==> config.mk <==
export PLATFORM = sky130hd
export DESIGN_NAME = piso_tx
export DESIGN_NICKNAME = d
export VERILOG_FILES = /design/src/rtl/piso_tx.sv
export SDC_FILE = /design/constraint.sdc
export NUM_CORES = 1
export LEC_CHECK = 0
export CORE_AREA = 3 3 40 42
export DETAILED_ROUTE_END_ITERATION = 12
export DIE_AREA = 0 0 43 45
export GPL_ROUTABILITY_DRIVEN = 0
export PLACE_DENSITY = 0.58
export SYNTH_ARGS = -nofsm -noshare
export SYNTH_HDL_FRONTEND = slang
export SYNTH_SLANG_ARGS = --single-unit
export TNS_END_PERCENT = 5
==> constraint.sdc <==
create_clock -name clk -period 3.45 [get_ports clk]
set_input_delay 0.69 -clock clk [delete_from_list [all_inputs] [get_ports clk]]
set_output_delay 0.69 -clock clk [all_outputs]
set_load 0.03 [all_outputs]
==> src/rtl/piso_tx.sv <==
// piso_tx: parallel-in/serial-out transmitter.
// Takes a WIDTH-bit word on a valid/ready handshake and shifts it out on sout,
// one bit per clk, flagging every bit with sout_valid and the final bit of the
// word with sout_last. A new word offered during the last-bit cycle is loaded
// on the same edge, so consecutive words leave with no idle gap.
module piso_tx #(
    parameter int WIDTH     = 4,
    parameter bit MSB_FIRST = 1'b1
) (
    input  logic             clk,
    input  logic             rst,
    input  logic [WIDTH-1:0] din,
    input  logic             din_valid,
    output logic             din_ready,
    output logic             sout,
    output logic             sout_valid,
    output logic             sout_last,
    output logic             busy
);

    localparam int CNT_W = $clog2(WIDTH);

    localparam logic [CNT_W-1:0] CNT_MAX  = CNT_W'(WIDTH - 1);
    localparam logic [CNT_W-1:0] CNT_ZERO = {CNT_W{1'b0}};
    localparam logic [WIDTH-1:0] SREG_ZERO = {WIDTH{1'b0}};

    typedef enum logic [0:0] {
        IDLE  = 1'b0,
        SHIFT = 1'b1
    } state_t;

    state_t             state_r;
    state_t             state_s;
    logic [WIDTH-1:0]   sreg_r;
    logic [WIDTH-1:0]   sreg_s;
    logic [CNT_W-1:0]   cnt_r;
    logic [CNT_W-1:0]   cnt_s;
    logic               in_shift_s;
    logic               cnt_zero_s;

    // Advance the shift register one position toward the output end, zero-filling.
    function automatic logic [WIDTH-1:0] shift_toward_out(input logic [WIDTH-1:0] v);
        logic [WIDTH-1:0] r;
        if (MSB_FIRST) begin
            r = {v[WIDTH-2:0], 1'b0};
        end else begin
            r = {1'b0, v[WIDTH-1:1]};
        end
        return r;
    endfunction

    // Bit currently presented at the output end of the shift register.
    function automatic logic out_bit(input logic [WIDTH-1:0] v);
        logic b;
        if (MSB_FIRST) begin
            b = v[WIDTH-1];
        end else begin
            b = v[0];
        end
        return b;
    endfunction

    // Decode of the registered state shared by the handshake and the outputs.
    always_comb begin
        in_shift_s = (state_r == SHIFT);
        cnt_zero_s = (cnt_r == CNT_ZERO);
    end

    // Next-state logic: load on accept, shift mid-word, reload or drop to IDLE on the last bit.
    always_comb begin
        state_s = state_r;
        sreg_s  = sreg_r;
        cnt_s   = cnt_r;
        case (state_r)
            IDLE: begin
                if (din_valid) begin
                    state_s = SHIFT;
                    sreg_s  = din;
                    cnt_s   = CNT_MAX;
                end else begin
                    state_s = IDLE;
                    sreg_s  = sreg_r;
                    cnt_s   = cnt_r;
                end
            end
            SHIFT: begin
                if (!cnt_zero_s) begin
                    state_s = SHIFT;
                    sreg_s  = shift_toward_out(sreg_r);
                    cnt_s   = cnt_r - {{(CNT_W-1){1'b0}}, 1'b1};
                end else if (din_valid) begin
                    // Last bit is on the line and a word is waiting: reload without a gap.
                    state_s = SHIFT;
                    sreg_s  = din;
                    cnt_s   = CNT_MAX;
                end else begin
                    state_s = IDLE;
                    sreg_s  = SREG_ZERO;
                    cnt_s   = CNT_ZERO;
                end
            end
            default: begin
                state_s = IDLE;
                sreg_s  = SREG_ZERO;
                cnt_s   = CNT_ZERO;
            end
        endcase
    end

    // State registers; reset aborts any word in flight immediately.
    always_ff @(posedge clk or posedge rst) begin
        if (rst) begin
            state_r <= IDLE;
            sreg_r  <= SREG_ZERO;
            cnt_r   <= CNT_ZERO;
        end else begin
            state_r <= state_s;
            sreg_r  <= sreg_s;
            cnt_r   <= cnt_s;
        end
    end

    // Outputs depend on the registers only; din and din_valid never reach them.
    always_comb begin
        din_ready  = (!in_shift_s) | (in_shift_s & cnt_zero_s);
        sout_valid = in_shift_s;
        busy       = in_shift_s;
        sout_last  = in_shift_s & cnt_zero_s;
        sout       = in_shift_s & out_bit(sreg_r);
    end

endmodule

==> results by group, run 1 <==
Run status
  • Outcome: completed

Synthesis
  • Syn nets: 45
  • Sequential-to-total area share from yosys stat: 41.7%
  • Unique masters post-synth: 18
  • Yosys reg bits: 7
  • Syn Area/Cell: 11.1 sq um
  • Synthesized area: 420 sq um
  • Synth warn: 0
  • Mapped Cells: 38

Clock tree
  • Post-CTS setup repair buffer count: 0
  • Cts repair resizes: 0
  • Hold-fix buffers, CTS: 0
  • Root Buffer Master: clkbuf_4
  • CTS H-tree lvls: 1
  • Inserted Clock Buffers: 3
  • CTS Sinks: 7
  • CTS tree: built
  • Clk slew on worst S/H paths: 0.05 ns
  • Clk buf depth: 2
  • Clock latency on the worst-skew pair: 0.25 ns

Route
  • Initial DRC count: 3
  • ANT nets after route: 0
  • Via Count: 314
  • DRC viols: 0
  • Vias/cell: 4.98
  • Total Wirelength: 808 um
  • Total iterations of the first detailed-routing run: 4
  • DR WL met2: 379 um
  • WL met3: 56 um
  • Met1 WL: 344 um
  • DR top layer: met4
  • WL/cell: 12.8 um

Critical path
  • Worst reg2reg endpoint: sreg_r[3]$_DFFE_PP0P_
  • RR Startpoint: cnt_r[0]$_DFFE_PP0P_
  • CP max FO: 15
  • Register-to-Register Path Depth: 2
  • WP data required: 2.76 ns
  • Setup crit start kind: register
  • Crit. End Element: output pin
  • Critical path type: reg2out
  • Reg2Reg Setup Slack: 2.25 ns
  • Arrival @ worst endpoint: 1.82 ns

Floorplan
  • Die Wd: 43 um
  • Core ar.: 1280 sq um
  • Ports: 12
  • Initial Utilization: 32.7%
  • Die Footprint: 1940 sq um
  • Die height: 45 um
  • Row count: 13

Layout
  • Share of cells above drive strength 1: 16.7%
  • Fin area: 536 sq um
  • Final Instance Count excl. Fillers: 63
  • Layout Nets: 56
  • Diodes inserted: 0
  • Area Overhead vs Synth: 27.4%

STA
  • TNS Setup: 0 ns
  • Clock period minus worst slack: 2.51 ns
  • Fin crit share: 72.8%
  • Slew headroom: 67.8%
  • Slew @ Worst Pin: 0.484 ns
  • Final clock skew: 0.000298 ns
  • Setup Viol. Count Final: 0
  • RSZ-0062 raised after global routing: false
  • Final Hold Viols: 0
  • Max Slew Vio Count: 0
  • FMAX: 398 MHz

Placement
  • Dpl cells: 59
  • Placed Instance Area: 509 sq um
  • Port Buffers: 11
  • Post-DP HPWL: 622 um

Power
  • Maximum vdd ir drop: 416 uV
  • Leakage power: 0.229 nW
  • Total Power: 0.468 mW
  • Power per Cell Area: 875 nW/um^2

Min path
  • Hold endpoint: sreg_r[3]$_DFFE_PP0P_
  • Hold WC Path Type: reg2reg
  • Hold path cells: 2
  • Hold_sp: sreg_r[2]$_DFFE_PP0P_

GRT
  • Initial antenna violation count: 0
  • First-pass GRT wire length: 1.39 mm
  • Vias in the first global route: 307
  • Total gr overflow: 0
  • Total Routing Usage GR: 10.6%
  • Largest net degree at the start of global routing: 16

Flow run
  • Maxcap violations: 0
power by group:
part | switching [mW] | leakage, nW | internal (mW)
logic | 0.111 | 0.128 | 0.106
registers | 0.0586 | 0.0859 | 0.118
clock network | 0.0310 | 0.0150 | 0.0442
total | 0.200 | 0.229 | 0.268
how the worst max path moves through the flow:
stage,from,depth (start not counted),endpoint
final,busy$_DFF_PP0_,2,sout_last
after global routing,busy$_DFF_PP0_,2,sout_last
after CTS,busy$_DFF_PP0_,2,sout_last
after detailed placement,busy$_DFF_PP0_,2,sout_last
after global placement,busy$_DFF_PP0_,2,sout_last
after floorplan,busy$_DFF_PP0_,1,sout_last
per-stage QoR:
step	hold WS, ns	setup WS, ns	utilization (%)
2_1_floorplan	0.493	1.43	-
3_5_place_dp	0.552	1.21	39.6
4_1_cts	0.568	0.937	41.7
5_1_grt	0.589	0.850	41.7
6_report	0.557	0.939	41.7
3_3_place_gp	0.531	1.23	39.6
cells in the mapped netlist:
| master | instances | area share [%] |
|---|---|---|
| o21ai_1 | 1 | 1.2 |
| mux2i_1 | 4 | 9.5 |
| nor2_1 | 1 | 0.89 |
| xor2_1 | 1 | 2.1 |
| and2_1 | 1 | 1.5 |
| buf_6 | 2 | 5.4 |
| buf_4 | 1 | 1.8 |
| inv_1 | 5 | 4.5 |
| o221ai_2 | 3 | 11 |
| nand2b_1 | 1 | 1.5 |
| buf_2 | 2 | 2.4 |
| a21oi_1 | 2 | 2.4 |
| nor3b_1 | 1 | 1.8 |
| or3b_4 | 1 | 2.7 |
| a211oi_1 | 1 | 1.8 |
| dfrtp_1 | 7 | 42 |
| o211ai_1 | 3 | 5.4 |
| o22ai_2 | 1 | 3.0 |
area by class of cell:
class / instances / area (sq um)
multi-input combinational: 21 / 186
fill: 136 / 749
inverter: 5 / 18.8
sequential: 7 / 175
timing repair buffer: 11 / 110
clock buffer: 4 / 26.3
tap: 15 / 18.8
kinds of logic (layout without fill, tap and decap cells):
| family | Yosys count | in the layout | synth area share, % |
|---|---|---|---|
| compound gates | 11 | 11 | 24.4 |
| mux | 4 | 4 | 9.52 |
| simple gates | 5 | 5 | 8.33 |
| flops | 7 | 7 | 41.7 |
| xor+xnor | 1 | 1 | 2.08 |
| buf+inv | 10 | 20 | 14.0 |
cells in the final DEF (no fill, tap or decap):
cell type and n:
a211oi_1 1, a21oi_1 2, and2_1 1, clkbuf_1 1, clkbuf_4 3, clkdlybuf4s50_1 11, dfrtp_1 7, inv_1 5
mux2i_1 4, nand2b_1 1, nor2_1 1, nor3b_1 1, o211ai_1 3, o21ai_1 1, o221ai_2 3, o22ai_2 1
or3b_4 1, xor2_1 1
registers in the layout, indices dropped and copies added (netlist names):
| name | cells |
|---|---|
| busy | 1 |
| sreg_r | 4 |
| cnt_r | 2 |
worst max-delay path, stage by stage (launching register included):
cell	delay, ns
dfrtp_1	0.64
nor3b_1	0.23
clkdlybuf4s50_1	0.70
per-layer routing:
metal / GRT usage, % / up-vias
li1: - / 154
met1: 11.3 / 146
met2: 15.6 / 10
met3: 5.58 / 4
met4: 9.04 / 0
met5: 0 / -
No activity file was read; power rests on OpenSTA's default activity.
==> inputs of run 2 (changes only) <==
==> constraint.sdc (replaced) <==
create_clock -name clk -period 2.6 [get_ports clk]
set_input_delay 0.52 -clock clk [delete_from_list [all_inputs] [get_ports clk]]
set_output_delay 0.52 -clock clk [all_outputs]
set_load 0.03 [all_outputs]
==> run 2 against run 1 <==
  * Total power rose by 36%
  * First-iteration DRC count rose by 67%
  * Sequential power rose by 24%
  * Clock power rose by 33%
  * Clock-buffer cell count did not move
  * Sequential share of layout area fell by 0.45 points
  * Sequential cell count did not move
==> results by group, run 2 (synthesis results as in run 1) <==
Critical path
  • Critical path type: reg2out
  • WP data required: 2.08 ns
  • Crit. End Element: output pin
  • Slowest CP cell: clkdlybuf4s50_1
  • Setup crit start kind: register
  • CP bufs+invs: 2
  • Critical Path Max Stage Delay: 0.66 ns
  • Top delay family on crit path: buffers and inverters
  • CP max FO: 10
  • Reg2Reg Setup Slack: 1.39 ns
  • Crit path cell chain: buf_4 > and2_1 > clkdlybuf4s50_1
  • Arrival @ worst endpoint: 1.67 ns

Layout
  • Layout Nets: 57
  • Most frequent cells in the layout: clkdlybuf4s50_1 (11), dfrtp_1 (7), inv_1 (5), mux2i_1 (4)
  • Area Overhead vs Synth: 29.2%
  • Final Util: 42.3%
  • Largest register by flop count: sreg_r
  • Diodes inserted: 0
  • Most common cell after layout, fill and taps aside: clkdlybuf4s50_1
  • Share of cells above drive strength 1: 18.4%
  • Max reg flops: 4

Run status
  • Outcome: completed

Route
  • Initial DRC count: 5
  • ANT nets after route: 0
  • DRC viols: 0
  • Total iterations of the first detailed-routing run: 3
  • WL/cell: 13.9 um
  • Total Wirelength: 887 um
  • Vias/cell: 4.83
  • Via Count: 309

Clock tree
  • CTS Sinks: 7
  • Hold-fix buffers, CTS: 0
  • Post-CTS setup repair buffer count: 0
  • Clk slew on worst S/H paths: 0.06 ns
  • CTS tree: built
  • Cts repair resizes: 0
  • Root Buffer Master: clkbuf_4
  • CTS H-tree lvls: 1
  • Clk buf depth: 2
  • Inserted Clock Buffers: 3
  • Clock latency on the worst-skew pair: 0.25 ns

STA
  • RSZ-0062 raised after global routing: false
  • TNS Setup: 0 ns
  • Clock period minus worst slack: 2.19 ns
  • Slew @ Worst Pin: 0.376 ns
  • FMAX: 457 MHz
  • Final Hold Viols: 0
  • Setup Viol. Count Final: 0
  • Final clock skew: 0.00564 ns
  • Max Slew Vio Count: 0
  • Slew headroom: 74.9%
  • Fin crit share: 84.2%
  • Hold slack final: 0.490 ns

Placement
  • Post-DP HPWL: 600 um
  • Port Buffers: 11

Power
  • Leakage power: 0.234 nW
  • Power per Cell Area: 1170 nW/um^2
  • Maximum vdd ir drop: 430 uV

GRT
  • Vias in the first global route: 314
  • Initial antenna violation count: 0
  • Total Routing Usage GR: 10.7%
  • Total gr overflow: 0
  • Largest net degree at the start of global routing: 11
  • First-pass GRT wire length: 1.42 mm

Floorplan
  • Initial Utilization: 32.7%
  • Row count: 13
  • Core ar.: 1280 sq um
  • Die height: 45 um
  • Ports: 12
  • Die Footprint: 1940 sq um
  • Die Wd: 43 um

Flow run
  • Maxcap violations: 0

Min path
  • Hold WC Path Type: in2async
==> run 2: worst paths after layout <==
kind | from | end | cells after the start
setup / recovery | busy$_DFF_PP0_ | sout | 3
hold / removal | rst | sreg_r[0]$_DFFE_PP0P_ | 2
setup reg to reg | cnt_r[0]$_DFFE_PP0P_ | sreg_r[3]$_DFFE_PP0P_ | 2
hold reg to reg | busy$_DFF_PP0_ | cnt_r[1]$_DFFE_PP0P_ | 1
max in group asynchronous | rst | sreg_r[3]$_DFFE_PP0P_ | 2
min in group clk | busy$_DFF_PP0_ | cnt_r[1]$_DFFE_PP0P_ | 1
==> run 2: final cells by class <==
cell class	count	area, sq um
clock buffers	4	26.3
fillers	132	742
inverters	5	18.8
multi-input cells	21	186
flip-flops and latches	7	175
well taps	15	18.8
repair buffers	12	118
==> run 2: metrics by stage <==
stage                     instances  cell area (sq um)  power (mW)  setup WS, ns
after detailed placement         60                517       0.537         0.655
after CTS                        64                543       0.646         0.394
after floorplan                  38                420       0.451         0.751
after global routing             64                543       0.680         0.316
final                            64                543       0.637         0.411
after global placement           60                517       0.531         0.693
==> run 2: per-layer routing <==
layer	GRT usage, %	up-vias	wire [um]
met5	0	-	0
met4	9.04	0	0
met3	3.98	0	49
met2	15.9	8	429
met1	12.3	143	408
li1	-	158	-
==> run 2: power by group <==
group | internal (mW) | switching, mW
sequential | 0.156 | 0.0620
combinational | 0.149 | 0.170
clock | 0.0587 | 0.0416
==> run 2: worst reg2reg max path: stages, from the launching register on <==
cell and delay, ns:
dfrtp_1 0.48, or3b_4 0.48, o221ai_2 0.17
==> inputs of run 3 (changes only) <==
==> constraint.sdc (replaced) <==
create_clock -name clk -period 2.1 [get_ports clk]
set_input_delay 0.42 -clock clk [delete_from_list [all_inputs] [get_ports clk]]
set_output_delay 0.42 -clock clk [all_outputs]
set_load 0.03 [all_outputs]
==> run 3 against run 2 <==
  * Combinational power rose by 21%
  * Sequential power rose by 26%
  * Critical path depth fell by 1
  * Sequential share of layout area fell by 0.73 points
==> results by group, run 3 (synthesis results as in run 1) <==
Route
  • Vias/cell: 4.95
  • Initial DRC count: 3
  • WL/cell: 13.5 um
  • Via Count: 322
  • DRC viols: 0
  • Total iterations of the first detailed-routing run: 4
  • ANT nets after route: 0
  • Total Wirelength: 876 um

GRT
  • Total gr overflow: 0
  • Vias in the first global route: 309
  • First-pass GRT wire length: 1.50 mm
  • Largest net degree at the start of global routing: 10
  • Total Routing Usage GR: 10.9%
  • Busiest layer in global routing: met2
  • Met2 GRT Util: 17.4%
  • Met1 global-route usage: 12.3%
  • Initial antenna violation count: 0
  • Global-route met3 utilization: 5.18%

Clock tree
  • CTS tree: built
  • CTS Sinks: 7
  • Hold-fix buffers, CTS: 0
  • Clk slew on worst S/H paths: 0.06 ns
  • Clk buf depth: 2
  • Root Buffer Master: clkbuf_4
  • Clock latency on the worst-skew pair: 0.25 ns
  • Inserted Clock Buffers: 3
  • CTS H-tree lvls: 1

Layout
  • Share of cells above drive strength 1: 20.0%
  • Area Overhead vs Synth: 32.1%
  • Most frequent cells in the layout: clkdlybuf4s50_1 (9), dfrtp_1 (7), inv_1 (5), mux2i_1 (4)
  • Layout Nets: 58
  • Max reg flops: 4
  • Area of the multi-input gates: 186 sq um
  • Fin area: 556 sq um
  • Reg area: 175 sq um
  • Fill count: 122
  • Largest register by flop count: sreg_r
  • Most common cell after layout, fill and taps aside: clkdlybuf4s50_1
  • Final Instance Count excl. Fillers: 65
  • Diodes inserted: 0
  • Final Util: 43.2%

Critical path
  • CP max FO: 8
  • WP data required: 1.68 ns
  • Crit. End Element: output pin
  • Setup crit start kind: register
  • Critical path type: reg2out
  • Arrival @ worst endpoint: 1.56 ns

Power
  • Cell-internal power: 0.447 mW
  • Seq pwr share: 35.1%
  • Sw Share: 43.0%
  • Net Switching: 0.337 mW
  • Maximum vdd ir drop: 580 uV
  • Gate power share: 49.1%
  • Leakage power: 0.264 nW
  • Clock share of power: 15.8%
  • Total Power: 0.784 mW
  • Power per Cell Area: 1410 nW/um^2

STA
  • Slew headroom: 77.6%
  • TNS Setup: 0 ns
  • Setup ws final: 0.117 ns
  • Final clock skew: 0.00505 ns
  • Slew @ Worst Pin: 0.336 ns
  • Setup Viol. Count Final: 0
  • Final Hold Viols: 0
  • Fin crit share: 94.4%
  • Clock period minus worst slack: 1.98 ns
  • Max Slew Vio Count: 0
  • FMAX: 504 MHz
  • Hold slack final: 0.397 ns
  • RSZ-0062 raised after global routing: false

Floorplan
  • Die Wd: 43 um
  • Ports: 12
  • Die Footprint: 1940 sq um
  • Initial Utilization: 32.7%
  • Die height: 45 um
  • Core ar.: 1280 sq um
  • Row count: 13

Placement
  • Port Buffers: 11
  • Placed Instance Area: 524 sq um
  • Placement Setup Slack: 0.299 ns
  • Post-DP HPWL: 649 um
  • Dpl cells: 61

Run status
  • Outcome: completed

Flow run
  • Maxcap violations: 0

Min path
  • Hold WC Path Type: in2async
-- run 3: cell count changes in the layout (fill, tap and decap cells not counted) --
| cell | delta |
|---|---|
| dlymetal6s2s_1 | +2 |
| buf_4 | +1 |
| clkdlybuf4s50_1 | -2 |
-- run 3: routing by layer --
metal	vias up	share of wire, %
met4	0	1.0
met1	149	43
met2	12	49
met3	2	6.7
li1	159	-
met5	-	0
-- run 3: final timing paths --
| path | to | startpoint | cells past startpoint | slack, ns |
|---|---|---|---|---|
| max in group asynchronous | cnt_r[1]$_DFFE_PP0P_ | rst | 2 | 1.48 |
| min in group clk | sreg_r[2]$_DFFE_PP0P_ | sreg_r[1]$_DFFE_PP0P_ | 2 | 0.54 |
| hold reg to reg | sreg_r[2]$_DFFE_PP0P_ | sreg_r[1]$_DFFE_PP0P_ | 2 | 0.54 |
| hold / removal | cnt_r[0]$_DFFE_PP0P_ | rst | 2 | 0.40 |
| setup / recovery | sout | busy$_DFF_PP0_ | 2 | 0.12 |
| setup reg to reg | sreg_r[1]$_DFFE_PP0P_ | cnt_r[0]$_DFFE_PP0P_ | 2 | 0.90 |
-- run 3: timing repair --
item	CTS	global route
endpoints found under the setup margin	0	2
buffers inserted	0	0
resized for setup	0	2
hold endpoints to repair	0	0
-- run 3: layout make-up --
class / count / share of cell area (%)
multi-input cells: 21 / 33.6
flip-flops and latches: 7 / 31.5
repair buffers: 13 / 23.4
clock buffers: 4 / 4.73
inverters: 5 / 3.38
well taps: 15 / 3.38
-- run 3: critical path: stages (launching register included) --
cell             delay [ns]
dfrtp_1                0.48
and2_1                 0.17
clkdlybuf4s50_1        0.66
-- run 3: power groups by stage --
stage / Combinational, mW / Clock, mW / Sequential (mW)
detailed placement: 0.392 / 0 / 0.277
floorplan: 0.325 / 0 / 0.233
CTS: 0.395 / 0.131 / 0.274
global placement: 0.383 / 0 / 0.269
global route: 0.417 / 0.141 / 0.290
finish: 0.385 / 0.124 / 0.275
